<file path="src/rtl/regfile_wb_arbiter_pkg.sv">
// Shared types for the register-file writeback arbiter.
//   reg_addr_t : register index (64 architectural registers)
//   uint32_t   : data word
//   wb_req_t   : one buffered writeback {byte enables, dest register, data}
//   WB_PORTS   : number of regfile write ports driven per cycle
package regfile_wb_arbiter_pkg;

    localparam int unsigned REG_ADDR_W = 6;
    localparam int unsigned WB_PORTS   = 2;

    typedef logic [REG_ADDR_W-1:0] reg_addr_t;
    typedef logic [31:0]           uint32_t;

    typedef struct packed {
        logic [3:0] we;
        reg_addr_t  waddr;
        uint32_t    wdata;
    } wb_req_t;

    // A request writing r0 or with no byte lanes enabled has no architectural effect.
    function automatic logic wb_is_real(input wb_req_t req);
        return (req.waddr != '0) && (req.we != '0);
    endfunction

endpackage

</file>
<file path="src/rtl/regfile_wb_arbiter_rr_pick2.sv">
// Round-robin two-grant picker.
//   req_i     : per-source request mask (real, buffered writebacks only)
//   waddr_i   : per-source dest register, source i at [REG_ADDR_W*i +: REG_ADDR_W]
//   rr_ptr_i  : source index where the scan starts (wraps around)
//   gnt1_o    : one-hot grant for write port 1
//   gnt2_o    : one-hot grant for write port 2 (never the same waddr as port 1)
//   any_gnt_o : at least one grant issued
//   last_o    : index of the last source granted in scan order
// Purely combinational.
module regfile_wb_arbiter_rr_pick2
    import regfile_wb_arbiter_pkg::*;
#(
    parameter int unsigned NUM_SRC = 4,
    parameter int unsigned PTR_W   = (NUM_SRC > 1) ? $clog2(NUM_SRC) : 1
) (
    input  logic [NUM_SRC-1:0]            req_i,
    input  logic [NUM_SRC*REG_ADDR_W-1:0] waddr_i,
    input  logic [PTR_W-1:0]              rr_ptr_i,
    output logic [NUM_SRC-1:0]            gnt1_o,
    output logic [NUM_SRC-1:0]            gnt2_o,
    output logic                          any_gnt_o,
    output logic [PTR_W-1:0]              last_o
);

    reg_addr_t        addr_arr [NUM_SRC];
    int unsigned      idx;
    logic [PTR_W-1:0] sel;
    logic             found1;
    logic             found2;
    reg_addr_t        addr1;

    always_comb begin
        for (int i = 0; i < NUM_SRC; i++) begin
            addr_arr[i] = waddr_i[i*REG_ADDR_W +: REG_ADDR_W];
        end
    end

    always_comb begin
        gnt1_o    = '0;
        gnt2_o    = '0;
        any_gnt_o = 1'b0;
        last_o    = '0;
        found1    = 1'b0;
        found2    = 1'b0;
        addr1     = '0;
        idx       = 0;
        sel       = '0;
        for (int unsigned k = 0; k < NUM_SRC; k++) begin
            idx = 32'(rr_ptr_i) + k;
            if (idx >= NUM_SRC) begin
                idx = idx - NUM_SRC;
            end
            sel = PTR_W'(idx);
            if (req_i[sel]) begin
                if (!found1) begin
                    found1      = 1'b1;
                    gnt1_o[sel] = 1'b1;
                    addr1       = addr_arr[sel];
                    last_o      = sel;
                end else if (!found2 && (addr_arr[sel] != addr1)) begin
                    // Same-register entries are skipped, later ones still compete.
                    found2      = 1'b1;
                    gnt2_o[sel] = 1'b1;
                    last_o      = sel;
                end
            end
        end
        any_gnt_o = found1;
    end

endmodule

</file>
<file path="src/rtl/regfile_wb_arbiter.sv">
// Writeback arbiter for the dual-write-port register file.
// Buffers one result per functional unit and retires up to two real writes per cycle
// through registered write ports, arbitrated round-robin.
//   clk, resetn                : clock (rising edge), async active-low reset
//   flush                      : drop all buffered results this edge
//   src_valid / src_ready      : per-source handshake (src_ready is combinational)
//   src_waddr/src_we/src_wdata : per-source dest reg (6b), byte enables (4b), data (32b)
//   inst1_* / inst2_*          : registered write ports 1 and 2
//   wb_idle                    : no buffered result and no write in flight
module regfile_wb_arbiter
    import regfile_wb_arbiter_pkg::*;
#(
    parameter int unsigned NUM_SRC = 4,
    parameter int unsigned ADDR_W  = REG_ADDR_W
) (
    input  logic                      clk,
    input  logic                      resetn,
    input  logic                      flush,
    input  logic [NUM_SRC-1:0]        src_valid,
    output logic [NUM_SRC-1:0]        src_ready,
    input  logic [NUM_SRC*ADDR_W-1:0] src_waddr,
    input  logic [NUM_SRC*4-1:0]      src_we,
    input  logic [NUM_SRC*32-1:0]     src_wdata,
    output logic [3:0]                inst1_we,
    output logic [ADDR_W-1:0]         inst1_waddr,
    output logic [31:0]               inst1_wdata,
    output logic [3:0]                inst2_we,
    output logic [ADDR_W-1:0]         inst2_waddr,
    output logic [31:0]               inst2_wdata,
    output logic                      wb_idle
);

    localparam int unsigned PTR_W = (NUM_SRC > 1) ? $clog2(NUM_SRC) : 1;

    wb_req_t                       slot_q [NUM_SRC];
    wb_req_t                       slot_d [NUM_SRC];
    logic [NUM_SRC-1:0]            full_q;
    logic [NUM_SRC-1:0]            full_d;
    logic [PTR_W-1:0]              rr_ptr_q;
    logic [PTR_W-1:0]              rr_ptr_d;
    wb_req_t                       out_q [WB_PORTS];
    wb_req_t                       out_d [WB_PORTS];

    logic [NUM_SRC-1:0]            is_real;
    logic [NUM_SRC-1:0]            null_ret;
    logic [NUM_SRC-1:0]            retire;
    logic [NUM_SRC-1:0]            load;
    logic [NUM_SRC*REG_ADDR_W-1:0] slot_addr_flat;
    logic [NUM_SRC-1:0]            gnt1;
    logic [NUM_SRC-1:0]            gnt2;
    logic                          any_gnt;
    logic [PTR_W-1:0]              last_idx;

    always_comb begin
        is_real        = '0;
        null_ret       = '0;
        slot_addr_flat = '0;
        for (int i = 0; i < NUM_SRC; i++) begin
            is_real[i]  = full_q[i] && wb_is_real(slot_q[i]);
            // Null entries leave without using a port.
            null_ret[i] = full_q[i] && !wb_is_real(slot_q[i]);
            slot_addr_flat[i*REG_ADDR_W +: REG_ADDR_W] = slot_q[i].waddr;
        end
    end

    regfile_wb_arbiter_rr_pick2 #(
        .NUM_SRC (NUM_SRC),
        .PTR_W   (PTR_W)
    ) u_rr_pick2 (
        .req_i     (is_real),
        .waddr_i   (slot_addr_flat),
        .rr_ptr_i  (rr_ptr_q),
        .gnt1_o    (gnt1),
        .gnt2_o    (gnt2),
        .any_gnt_o (any_gnt),
        .last_o    (last_idx)
    );

    // A slot leaving this edge can be refilled on the same edge.
    assign retire    = gnt1 | gnt2 | null_ret;
    assign src_ready = {NUM_SRC{~flush}} & (~full_q | retire);
    assign load      = src_valid & src_ready;

    always_comb begin
        full_d = full_q;
        for (int i = 0; i < NUM_SRC; i++) begin
            slot_d[i] = slot_q[i];
            if (flush) begin
                full_d[i] = 1'b0;
            end else if (load[i]) begin
                full_d[i]       = 1'b1;
                slot_d[i].we    = src_we[i*4 +: 4];
                slot_d[i].waddr = reg_addr_t'(src_waddr[i*ADDR_W +: ADDR_W]);
                slot_d[i].wdata = src_wdata[i*32 +: 32];
            end else if (retire[i]) begin
                full_d[i] = 1'b0;
            end
        end
    end

    always_comb begin
        for (int p = 0; p < WB_PORTS; p++) begin
            out_d[p] = '0;
        end
        rr_ptr_d = rr_ptr_q;
        if (!flush) begin
            for (int i = 0; i < NUM_SRC; i++) begin
                if (gnt1[i]) begin
                    out_d[0] = slot_q[i];
                end
                if (gnt2[i]) begin
                    out_d[1] = slot_q[i];
                end
            end
            if (any_gnt) begin
                rr_ptr_d = (last_idx == PTR_W'(NUM_SRC - 1)) ? '0 : last_idx + 1'b1;
            end
        end
    end

    always_ff @(posedge clk or negedge resetn) begin
        if (!resetn) begin
            full_q   <= '0;
            rr_ptr_q <= '0;
            for (int i = 0; i < NUM_SRC; i++) begin
                slot_q[i] <= '0;
            end
            for (int p = 0; p < WB_PORTS; p++) begin
                out_q[p] <= '0;
            end
        end else begin
            full_q   <= full_d;
            rr_ptr_q <= rr_ptr_d;
            for (int i = 0; i < NUM_SRC; i++) begin
                slot_q[i] <= slot_d[i];
            end
            for (int p = 0; p < WB_PORTS; p++) begin
                out_q[p] <= out_d[p];
            end
        end
    end

    assign inst1_we    = out_q[0].we;
    assign inst1_waddr = ADDR_W'(out_q[0].waddr);
    assign inst1_wdata = out_q[0].wdata;
    assign inst2_we    = out_q[1].we;
    assign inst2_waddr = ADDR_W'(out_q[1].waddr);
    assign inst2_wdata = out_q[1].wdata;

    assign wb_idle = (full_q == '0) && (out_q[0].we == '0) && (out_q[1].we == '0);

endmodule

</file>
<file path="config.mk">
export PLATFORM = sky130hd
export DESIGN_NAME = regfile_wb_arbiter
export DESIGN_NICKNAME = d
export VERILOG_FILES = /design/src/rtl/regfile_wb_arbiter_pkg.sv /design/src/rtl/regfile_wb_arbiter_rr_pick2.sv /design/src/rtl/regfile_wb_arbiter.sv
export SDC_FILE = /design/constraint.sdc
export NUM_CORES = 1
export LEC_CHECK = 0
export ABC_AREA = 1
export BUFFER_PORTS_ARGS = -buffer_cell sky130_fd_sc_hd__buf_2
export CORE_UTILIZATION = 51
export CTS_CLUSTER_DIAMETER = 120
export DETAILED_ROUTE_END_ITERATION = 10
export HOLD_SLACK_MARGIN = 0.05
export PLACE_DENSITY = 0.74
export RECOVER_POWER = 25
export SLEW_MARGIN = 0
export SYNTH_ARGS = -nofsm -noshare
export SYNTH_HDL_FRONTEND = slang
export SYNTH_SLANG_ARGS = --single-unit
export TNS_END_PERCENT = 5
</file>
<file path="constraint.sdc">
create_clock -name clk -period 5.2 [get_ports clk]
set_clock_uncertainty 0.15 [all_clocks]
set_input_delay 0.78 -clock clk [delete_from_list [all_inputs] [get_ports clk]]
set_output_delay 0.78 -clock clk [all_outputs]
set_load 0.005 [all_outputs]
</file>
==> results of run 1 <==
==> area by class of cell <==
type | count | area (sq um) | share of cell area (%)
Clock inverter | 7 | 46.3 | 0.275
Multi-Input combinational cell | 1353 | 6480 | 38.5
Timing Repair Buffer | 290 | 1550 | 9.23
Sequential cell | 258 | 6460 | 38.4
Inverter | 251 | 950 | 5.65
Tap cell | 378 | 473 | 2.81
Antenna cell | 5 | 12.5 | 0.0744
Clock buffer | 43 | 847 | 5.04
==> logic make-up after synthesis <==
logic type,after synthesis
adders and majority gates,4
DFF,258
xor gates and xnor gates,1
AOI/OAI and AO/OA,385
and+or+nand+nor,963
buffers and inverters,385
==> worst max-delay path: stages (launching register included) <==
cell     delay, ns
dfrtp_1       0.34
inv_1         0.04
buf_4         0.18
ha_1          0.43
inv_1         0.09
buf_4         0.21
o21ai_1       0.28
nand3_1       0.15
nand3_1       0.10
nand2_1       0.06
nor2_1        0.15
nand3_1       0.17
nand2_1       0.14
nand2_4       0.07
nand2_4       0.11
nand2_1       0.09
o21ai_4       0.17
inv_4         0.07
nand2_8       0.10
nand2_1       0.06
inv_1         0.08
buf_2         0.10
==> placed cells by master (no fill, tap or decap), types with 8 or more instances in the layout <==
cell type and instances:
o21a_1 8, nand2_1 629, nand3b_1 42, buf_4 25
clkbuf_16 28, buf_2 262, inv_1 239, nand2_2 8
nand3_1 122, o21ai_1 88, a21oi_1 177, dfrtp_1 258
clkbuf_8 9, nor2_1 43, inv_2 9, o21ai_0 85
nand4_1 90
==> power groups by stage <==
stage          combinational (W)  sequential [W]  clock [W]
2_1_floorplan            0.00568         0.00334          0
3_3_place_gp             0.00761         0.00349          0
3_5_place_dp             0.00773         0.00351          0
4_1_cts                  0.00779         0.00348    0.00196
5_1_grt                  0.00882         0.00359    0.00205
6_report                 0.00789         0.00351    0.00193
==> how the worst max path moves through the flow <==
stage	startpoint	endpoint	slack, ns	cells past startpoint
2_1_floorplan	rr_ptr_q[1]	src_ready[2]	1.10	23
3_3_place_gp	rr_ptr_q[1]	src_ready[0]	1.15	21
3_5_place_dp	rr_ptr_q[1]	src_ready[0]	1.10	21
4_1_cts	rr_ptr_q[1]	src_ready[0]	0.51	21
5_1_grt	resetn	slot_q[101]	0.10	2
6_report	rr_ptr_q[1]	src_ready[2]	0.53	21
==> metal layers <==
| layer | part of all wire (%) | wire [um] |
|---|---|---|
| met1 | 42 | 19400 |
| met2 | 45 | 20800 |
| met3 | 9.2 | 4200 |
| met4 | 3.1 | 1400 |
| met5 | 0.057 | 26 |
==> per-stage QoR <==
step / hold slack [ns] / util, % / instance area (sq um)
after global placement: 0.329 / 57.0 / 15900
after global routing: 0.308 / 60.2 / 16800
after detailed placement: 0.332 / 57.0 / 15900
after floorplan: 0.313 / - / 14500
after CTS: 0.0989 / 60.2 / 16800
final: 0.307 / 60.2 / 16800
==> flip-flops by register name, indices dropped and copies added (netlist names) <==
signal	flops
rr_ptr_q	2
inst1_waddr	6
inst1_we	4
full_q	4
inst2_waddr	6
inst2_wdata	32
inst1_wdata	32
slot_q	144
inst2_we	4
slot_addr_flat	24
==> impl_results.md, run 1 <==
* R2R Path End: slot_addr_flat[16]
* Async SR Flop Fraction at 100%
* Post-synthesis adder-cell area fraction at 0.344%
* Syn_nets at 2175
* Critical path type: reg -> out
* DRT antenna net count at 0
* DR vias at 14334
* Max cap viols at 1
* Final Max Slew Viols at 91
* Seq/Total Area, Yosys at 44.4%
* Power Total at 0.0133 W
* Synthesized area per cell at 7.29 sq um
* IO Count at 264
* Layout cells sized above 1 at 17.3%
* Ranking of synthesized cells by area: dfrtp_1, nand2_1, inv_1
* HP Class: in -> reg
* Post-CTS Resized at 0
* Status: complete, but fails checks
* Switch share at 51.5%
* Cell area after synthesis at 14500 sq um
* Most frequent cell after synthesis: nand2_1
* Rel. slew slack at -163%
* Post-synthesis compound-gate area fraction at 13.9%
* Number of synthesis warnings at 0
* Hold Fails Final Rpt at 0
* First-pass GRT wire length at 72400 um
* Drt initial violations at 1513
* Fillers at 2661
* CORE AREA at 27900 sq um
* Routed WL at 45800 um
* Critical hold path startpoint: src_wdata[60]
* Seq pwr share at 26.3%
* Clock share of power at 14.5%
* Crit path launch type: register
* Switching power at 0.00687 W
* Dpl hpwl at 29900 um
* Synth area leader: dfrtp_1
* Setup bufs post-CTS at 0
* Vias in the first global route at 13429
* Cell Int Power at 0.00646 W
* Leak pwr at 8.99 nW
* Top FF cell, synth: dfrtp_1
* Clock root cell: clkbuf_16
* Hold depth at 3
* RSZ-0062 raised after global routing: false
* Port buffer count at 263
* DRT Pass-1 Iters at 6
* Synth Area in XOR/XNOR at 0.0602%
* Fin cells at 2585
* Data required, critical path at 4.27 ns
* Placed insts at 2530
* Synth unique cells at 41
* Setup crit end kind: output pin
* Largest net degree at the start of global routing at 108
* Post-CTS Hold Buffers at 0
* CTS tree: done
* Initial Util at 52.1%
* # setup viols final at 0
* DR DRC count at 0
* GRT Total Usage at 31.8%
* Met1 usage at 43.8%
* Routed length per instance at 17.7 um
* Post-synth EDFFs at 0
* Reg clk slew, reported paths at 0.06 ns
* Met2 GRT Util at 50.3%
* Die X-Extent at 171 um
* Setup_tns at 0 ns
* Reg2Reg Setup Slack at 1.11 ns
* CTS Buf Count at 28
* Area share of the largest cell type after synthesis at 44.4%
* Failing checks: max-capacitance violations, max-slew violations
* Final Wtd Congestion at 0.907
* FF-to-FF path depth at 21
* WP data arrival at 3.74 ns
* Layout area overhead at 15.6%
* Clock latency on the worst-skew pair at 0.56 ns
* Chip height at 171 um
* M3 GR Usage at 4.93%
* Max Clock Freq at 214 MHz
* Synth Area in Simple Gates at 29.8%
* Largest family of logic cells by synthesized area: simple AND/OR/NAND/NOR gates
* Final #Nets at 2361
* Synth top cells by count: nand2_1, dfrtp_1, inv_1, a21oi_1, nand3_1
* Clock sinks at 258
* Final worst path period share at 89.7%
* Worst vdd ir at 0.000558 V
* Total grt overflow at 0
* Crit-path max FO at 21
* Clk buf depth at 3
* GR peak layer: met2
* Reg-to-reg critical path startpoint: rr_ptr_q[1]
* Setup Slack @ Placement at 1.10 ns
* Hold EP: slot_q[112]
* # H-tree levels at 1
* Core Rows at 61
* Initial antenna violation count at 5
* Die area at 29200 sq um
* Multiplexer area fraction after synthesis at 0%
* Pwr Density at 793 nW/um^2
* Syn Inst Count at 1996
* Time the worst path needs with I/O delays and setup at 4.67 ns
* PnR worst setup slack at 0.534 ns
* Vias per inst at 5.55
* Measured slew at the worst slew-check pin at 3.95 ns
* Register bit count reported by yosys at 258
* Comb power frac at 59.2%
No activity file was read; power rests on OpenSTA's default activity.
==> run 2, diff against run 1 <==
--- a/config.mk
+++ b/config.mk
@@ -8,11 +8,12 @@
 export ABC_AREA = 1
 export BUFFER_PORTS_ARGS = -buffer_cell sky130_fd_sc_hd__buf_2
 export CORE_UTILIZATION = 51
+export CTS_BUF_LIST = sky130_fd_sc_hd__clkbuf_16
 export CTS_CLUSTER_DIAMETER = 120
 export DETAILED_ROUTE_END_ITERATION = 10
 export HOLD_SLACK_MARGIN = 0.05
 export PLACE_DENSITY = 0.74
-export RECOVER_POWER = 25
+export RECOVER_POWER = 100
 export SLEW_MARGIN = 0
 export SYNTH_ARGS = -nofsm -noshare
 export SYNTH_HDL_FRONTEND = slang
==> run 2 against run 1 <==
Against the previous run: the run still ends with max-capacitance violations, max-slew violations left; combinational power down 1%; sequential power about the same; fmax down 1.7%; flip-flop and latch count unchanged; die area unchanged; global-route usage down 0.076 points; count of clock-buffer cells in the layout down 15; register-to-register slack worse by 0.49 ns; sequential share of layout area up 0.49 points; largest power group unchanged.
==> impl_results.md, run 2 (synthesized netlist as in run 1, its figures left out) <==
* Status: complete, but fails checks
* Failing checks: max-capacitance violations, max-slew violations
* Port buffer count at 263
* Most common library cell in the layout ignoring fill and taps: nand2_1
* Dpl hpwl at 29900 um
* Layout area overhead at 14.1%
* Switch share at 52.2%
* Crit-path most repeated cell: inv_1
* Initial antenna violation count at 5
* CTS Buf Count at 28
* HP Class: in -> reg
* Most frequent cells in the layout: nand2_1, dfrtp_1, inv_1, buf_2, a21oi_1
* DRT Pass-1 Iters at 6
* Post-layout util at 59.4%
* Rel. slew slack at -166%
* Max Clock Freq at 211 MHz
* Setup_tns at 0 ns
* Switching power at 0.00684 W
* Final Wtd Congestion at 0.907
* Vias in the first global route at 13421
* Chip height at 171 um
* Largest reg by FF count: slot_q
* Clock share of power at 13.6%
* RSZ-0062 raised after global routing: false
* Setup bufs post-CTS at 0
* Reg clk slew, reported paths at 0.06 ns
* Clock sinks at 258
* Measured slew at the worst slew-check pin at 3.99 ns
* Post-CTS Hold Buffers at 0
* DRT antenna net count at 0
* DR DRC count at 0
* Fillers at 2715
* CTS tree: done
* Routed WL at 45900 um
* Largest register FFs at 144
* Time the worst path needs with I/O delays and setup at 4.75 ns
* Total grt overflow at 0
* Leak pwr at 8.71 nW
* Post-CTS Resized at 0
* # H-tree levels at 1
* Die X-Extent at 171 um
* Power Total at 0.0131 W
* Worst path slowest cell: o21ai_4
* FF/Latch Area at 6460 sq um
* Max cap viols at 1
* Largest net degree at the start of global routing at 108
* Seq pwr share at 26.8%
* Initial Util at 52.1%
* Hold Fails Final Rpt at 0
* Drt initial violations at 1557
* First-pass GRT wire length at 72200 um
* Crit-path max FO at 21
* GRT Total Usage at 31.7%
* Multi-input logic area at 6450 sq um
* Data required, critical path at 4.27 ns
* WP data arrival at 3.82 ns
* Layout cells sized above 1 at 13.8%
* Crit path launch type: register
* IO Count at 264
* Vias per inst at 5.54
* CORE AREA at 27900 sq um
* Worst vdd ir at 0.000546 V
* Die area at 29200 sq um
* Setup crit end kind: output pin
* Clock latency on the worst-skew pair at 0.56 ns
* CP max stage delay at 0.62 ns
* Pwr Density at 789 nW/um^2
* Final #Nets at 2361
* DR vias at 14332
* Clk buf depth at 3
* Core Rows at 61
* Clock root cell: clkbuf_16
* Critical path type: reg -> out
* Final worst path period share at 91.3%
* Cell Chain, Critical Path: inv_1 -> buf_4 -> ha_1 -> inv_1 -> nand2_1 -> nand2_2 -> inv_1 -> nand2_1 -> nor2_1 -> clkinv_1 -> nor2_1 -> inv_1 -> o21ai_4 -> nor2_1 -> nand2_2 -> nand2_1 -> inv_1 -> clkbuf_1
* Routed length per instance at 17.8 um
* Comb power frac at 59.6%
* # setup viols final at 0
* Final Max Slew Viols at 91
* Cell Int Power at 0.00625 W
-- run 2: worst max-delay path, delay by kind of cell, from the launching register on --
family | cells | cell delay, ns
adder cells (fa/ha/maj) | 1 | 0.44
AO/OA/AOI/OAI | 1 | 0.62
buffers and inverters | 8 | 0.99
flip-flops | 1 | 0.34
AND/OR/NAND/NOR | 8 | 0.87
-- run 2: per-layer routing --
| metal | share of wire, % | global-route usage (%) | vias up |
|---|---|---|---|
| li1 | - | - | 6811 |
| met1 | 43 | 43.6 | 6638 |
| met2 | 45 | 50.0 | 767 |
| met3 | 8.7 | 5.11 | 112 |
| met4 | 3.4 | 12.6 | 4 |
| met5 | 0.057 | 0 | - |
-- run 2: stage by stage --
step / hold WS (ns) / worst slack [ns] / std cells / area, sq um
after global routing: 0.315 / 0.101 / 2583 / 16600
final: 0.309 / 0.452 / 2585 / 16600
after CTS: 0.0986 / 0.509 / 2580 / 16700
after detailed placement: 0.332 / 1.10 / 2530 / 15900
after global placement: 0.329 / 1.15 / 2530 / 15900
after floorplan: 0.313 / 1.10 / 1996 / 14500
-- run 2: final timing paths --
path	start	endpoint	slack, ns	cells after the start
worst max-delay path	rr_ptr_q[1]	src_ready[1]	0.45	18
worst min-delay path	src_waddr[8]	slot_addr_flat[8]	0.31	3
worst max register to register	rr_ptr_q[1]	inst1_we[2]	0.62	18
worst min register to register	slot_q[144]	slot_q[144]	0.35	2
max in group asynchronous	resetn	inst1_wdata[0]	0.91	2
min in group asynchronous	resetn	slot_addr_flat[16]	1.58	1
-- run 2: final cells by class --
cell class | count | share of cell area [%]
multi-input combinational | 1353 | 38.8
tap | 378 | 2.85
inverter | 251 | 5.72
timing repair buffer | 290 | 8.80
clock inverter | 22 | 0.618
sequential | 258 | 38.9
clock buffer | 28 | 4.22
antenna | 5 | 0.0754
-- run 2: power by group through the flow --
| stage | Combinational, W | Clock, W | Sequential, W |
|---|---|---|---|
| global route | 0.00871 | 0.00190 | 0.00360 |
| floorplan | 0.00568 | 0 | 0.00334 |
| CTS | 0.00779 | 0.00181 | 0.00348 |
| global placement | 0.00761 | 0 | 0.00349 |
| detailed placement | 0.00773 | 0 | 0.00351 |
| finish | 0.00780 | 0.00178 | 0.00351 |
==> run 3, diff against run 2 <==
--- a/config.mk
+++ b/config.mk
@@ -5,7 +5,6 @@
 export SDC_FILE = /design/constraint.sdc
 export NUM_CORES = 1
 export LEC_CHECK = 0
-export ABC_AREA = 1
 export BUFFER_PORTS_ARGS = -buffer_cell sky130_fd_sc_hd__buf_2
 export CORE_UTILIZATION = 51
 export CTS_BUF_LIST = sky130_fd_sc_hd__clkbuf_16
==> run 3 against run 2 <==
Against the previous run: the flow still finishes with violations (max-capacitance violations, max-slew violations); sequential power up 4%; critical path depth down 3; total power up 4.2%; sequential share of layout area down 2.6 points; hold slack worse by 0.025 ns; wire length up 7.6%; first-iteration DRC count down 18%; largest cell class is now multi-input gates.
==> impl_results.md, run 3 <==
* Seq/Total Area, Yosys at 44.2%
* Async SR Flop Fraction at 100%
* Hold depth at 2
* FF-to-FF path depth at 16
* Final instance area at 17800 sq um
* Crit path launch type: register
* Synth area leader: dfrtp_1
* R2R Path End: inst2_wdata[11]
* Hold slack at 0.285 ns
* FF/Latch Area at 6480 sq um
* Most frequent cells in the layout: dfrtp_1, buf_2, nand2_1, o211ai_1, mux2_4
* Setup crit end kind: output pin
* Final Max Slew Viols at 128
* DRT Pass-1 Iters at 6
* Reg-to-reg critical path startpoint: slot_q[123]
* Max cap viols at 1
* IO Count at 264
* Synth top cells by count: dfrtp_1, nand2_1, o211ai_1, mux2_4, clkbuf_1
* Largest reg by FF count: slot_q
* Measured slew at the worst slew-check pin at 3.21 ns
* Vias in the first global route at 12466
* Critical path type: reg -> out
* DR vias at 12740
* Worst vdd ir at 0.000398 V
* Syn_nets at 1464
* Max Clock Freq at 192 MHz
* Cell Int Power at 0.00741 W
* Ranking of synthesized cells by area: dfrtp_1, mux2_4, mux2_1
* DR DRC count at 0
* Routed WL at 49400 um
* Area share of the largest cell type after synthesis at 44.2%
* DRT antenna net count at 0
* Top FF cell, synth: dfrtp_1
* Reg clk slew, reported paths at 0.06 ns
* Seq pwr share at 26.8%
* CTS tree: done
* Hold Fails Final Rpt at 0
* Data required, critical path at 4.27 ns
* Synthesized area per cell at 11.4 sq um
* Cell Area, Placed at 16500 sq um
* HP Class: in -> reg
* RSZ-0062 raised after global routing: true
* First-pass GRT wire length at 73900 um
* Routed length per instance at 25.3 um
* Vias per inst at 6.52
* Final #Nets at 1726
* Final worst path period share at 99.9%
* Largest net degree at the start of global routing at 128
* Clock sinks at 258
* Final Wtd Congestion at 0.986
* Layout cells sized above 1 at 36.8%
* Critical hold path startpoint: src_waddr[2]
* # setup viols final at 0
* Hold EP: slot_addr_flat[2]
* Number of synthesis warnings at 0
* Synth unique cells at 76
* Post-CTS Hold Buffers at 0
* Clock share of power at 14.4%
* Crit-path max FO at 6
* Syn Inst Count at 1285
* Switching power at 0.00624 W
* Initial Util at 52.3%
* Core Rows at 61
* Cell area after synthesis at 14600 sq um
* Clock latency on the worst-skew pair at 0.56 ns
* Die X-Extent at 171 um
* Largest register FFs at 144
* Most common library cell in the layout ignoring fill and taps: dfrtp_1
* Dpl hpwl at 31400 um
* Die area at 29300 sq um
* Clock root cell: clkbuf_16
* GRT Total Usage at 33.5%
* Initial antenna violation count at 11
* Port buffer count at 263
* Register bit count reported by yosys at 258
* CTS Buf Count at 28
* # H-tree levels at 1
* Status: complete, but fails checks
* WP data arrival at 4.26 ns
* Leak pwr at 7.89 nW
* Clk buf depth at 3
* Fillers at 2245
* Layout area overhead at 22.2%
* Most frequent cell after synthesis: dfrtp_1
* Failing checks: max-capacitance violations, max-slew violations
* Pwr Density at 765 nW/um^2
* Chip height at 171 um
* CORE AREA at 27900 sq um
* Switch share at 45.7%
* Rel. slew slack at -114%
* Reg2Reg Setup Slack at 0.49 ns
* Time the worst path needs with I/O delays and setup at 5.19 ns
* Drt initial violations at 1271
* Multi-input logic area at 7720 sq um
* Post-synth EDFFs at 0
* Total grt overflow at 0
* Comb power frac at 58.9%
==> run 3: cell types whose count changed after synthesis, sizes merged, moves of 48 or more <==
cell,previous run,this run
mux2,0,173
nand4,90,4
o21ai,178,27
and3,0,48
inv,250,54
a21oi,181,68
nand3,131,15
o211ai,0,90
nand2,642,113
==> run 3: layout make-up <==
cell class	instances	share of cell area, %
well taps	378	2.65
flip-flops and latches	258	36.3
multi-input cells	852	43.2
diodes	6	0.0841
clock buffers	28	3.93
inverters	55	1.16
clock inverters	24	1.08
repair buffers	352	11.6
==> run 3: how the worst max path moves through the flow <==
| stage | start | endpoint | cells after the start |
|---|---|---|---|
| floorplan | rr_ptr_q[1] | src_ready[1] | 18 |
| global placement | slot_addr_flat[12] | src_ready[2] | 12 |
| detailed placement | slot_addr_flat[12] | src_ready[2] | 12 |
| CTS | slot_q[38] | src_ready[1] | 13 |
| global route | slot_q[123] | src_ready[2] | 14 |
| finish | slot_q[123] | src_ready[2] | 15 |
==> run 3: per-layer routing <==
layer  vias up  routed length, um  share of wire, %  track usage, %
met5         -                 46             0.093               0
met4         8               1890               3.8            14.8
met3       135               4760               9.6            6.53
met2       785              22300                45            50.5
met1      6361              20500                41            47.0
li1       5451                  -                 -               -
==> run 3: metrics by stage <==
stage               std cells  total power (W)  TNS, ns  setup slack [ns]  utilization [%]
floorplan                1285          0.00863        0            0.0477                -
global placement         1868           0.0108        0            0.0873             59.0
detailed placement       1868           0.0109        0            0.0474             59.0
CTS                      1931           0.0131  -0.0554           -0.0288             63.0
global route             1952           0.0144   -0.226            -0.121             63.9
finish                   1953           0.0136        0           0.00516             63.9
==> run 3: cell families (layout without fill, tap and decap cells) <==
| logic type | after synthesis | in the layout | synth area share [%] |
|---|---|---|---|
| AOI/OAI and AO/OA | 386 | 386 | 21.3 |
| xor gates and xnor gates | 7 | 7 | 0.420 |
| adders and majority gates | 4 | 4 | 0.343 |
| buffers and inverters | 175 | 459 | 5.68 |
| DFF | 258 | 258 | 44.2 |
| muxes | 213 | 213 | 20.0 |
| other | 0 | 6 | 0 |
| and+or+nand+nor | 242 | 242 | 8.05 |
==> run 3: what timing repair did <==
item / CTS / global route
gates resized for setup: 23 / 50
setup buffers: 11 / 16
endpoints found under the setup margin: 4 / 4
pin swaps: 4 / 19
==> run 3: critical path, stage by stage, from the launching register on <==
cell and delay, ns:
dfrtp_1 0.46, o41ai_2 0.39, buf_4 0.21, a21oi_2 0.05, mux4_2 0.54, buf_6 0.15
buf_4 0.12, a211oi_2 0.14, o22ai_1 0.10, or4_4 0.47, o21ai_4 0.18, o21a_4 0.18
nor2_2 0.06, or3_4 0.39, and2_1 0.16, buf_2 0.12
==> run 3: power groups by stage <==
stage	sequential, W	combinational, W	clock, W
floorplan	0.00335	0.00528	0
global placement	0.00354	0.00729	0
detailed placement	0.00358	0.00737	0
CTS	0.00359	0.00759	0.00197
global route	0.00373	0.00859	0.00205
finish	0.00365	0.00803	0.00196
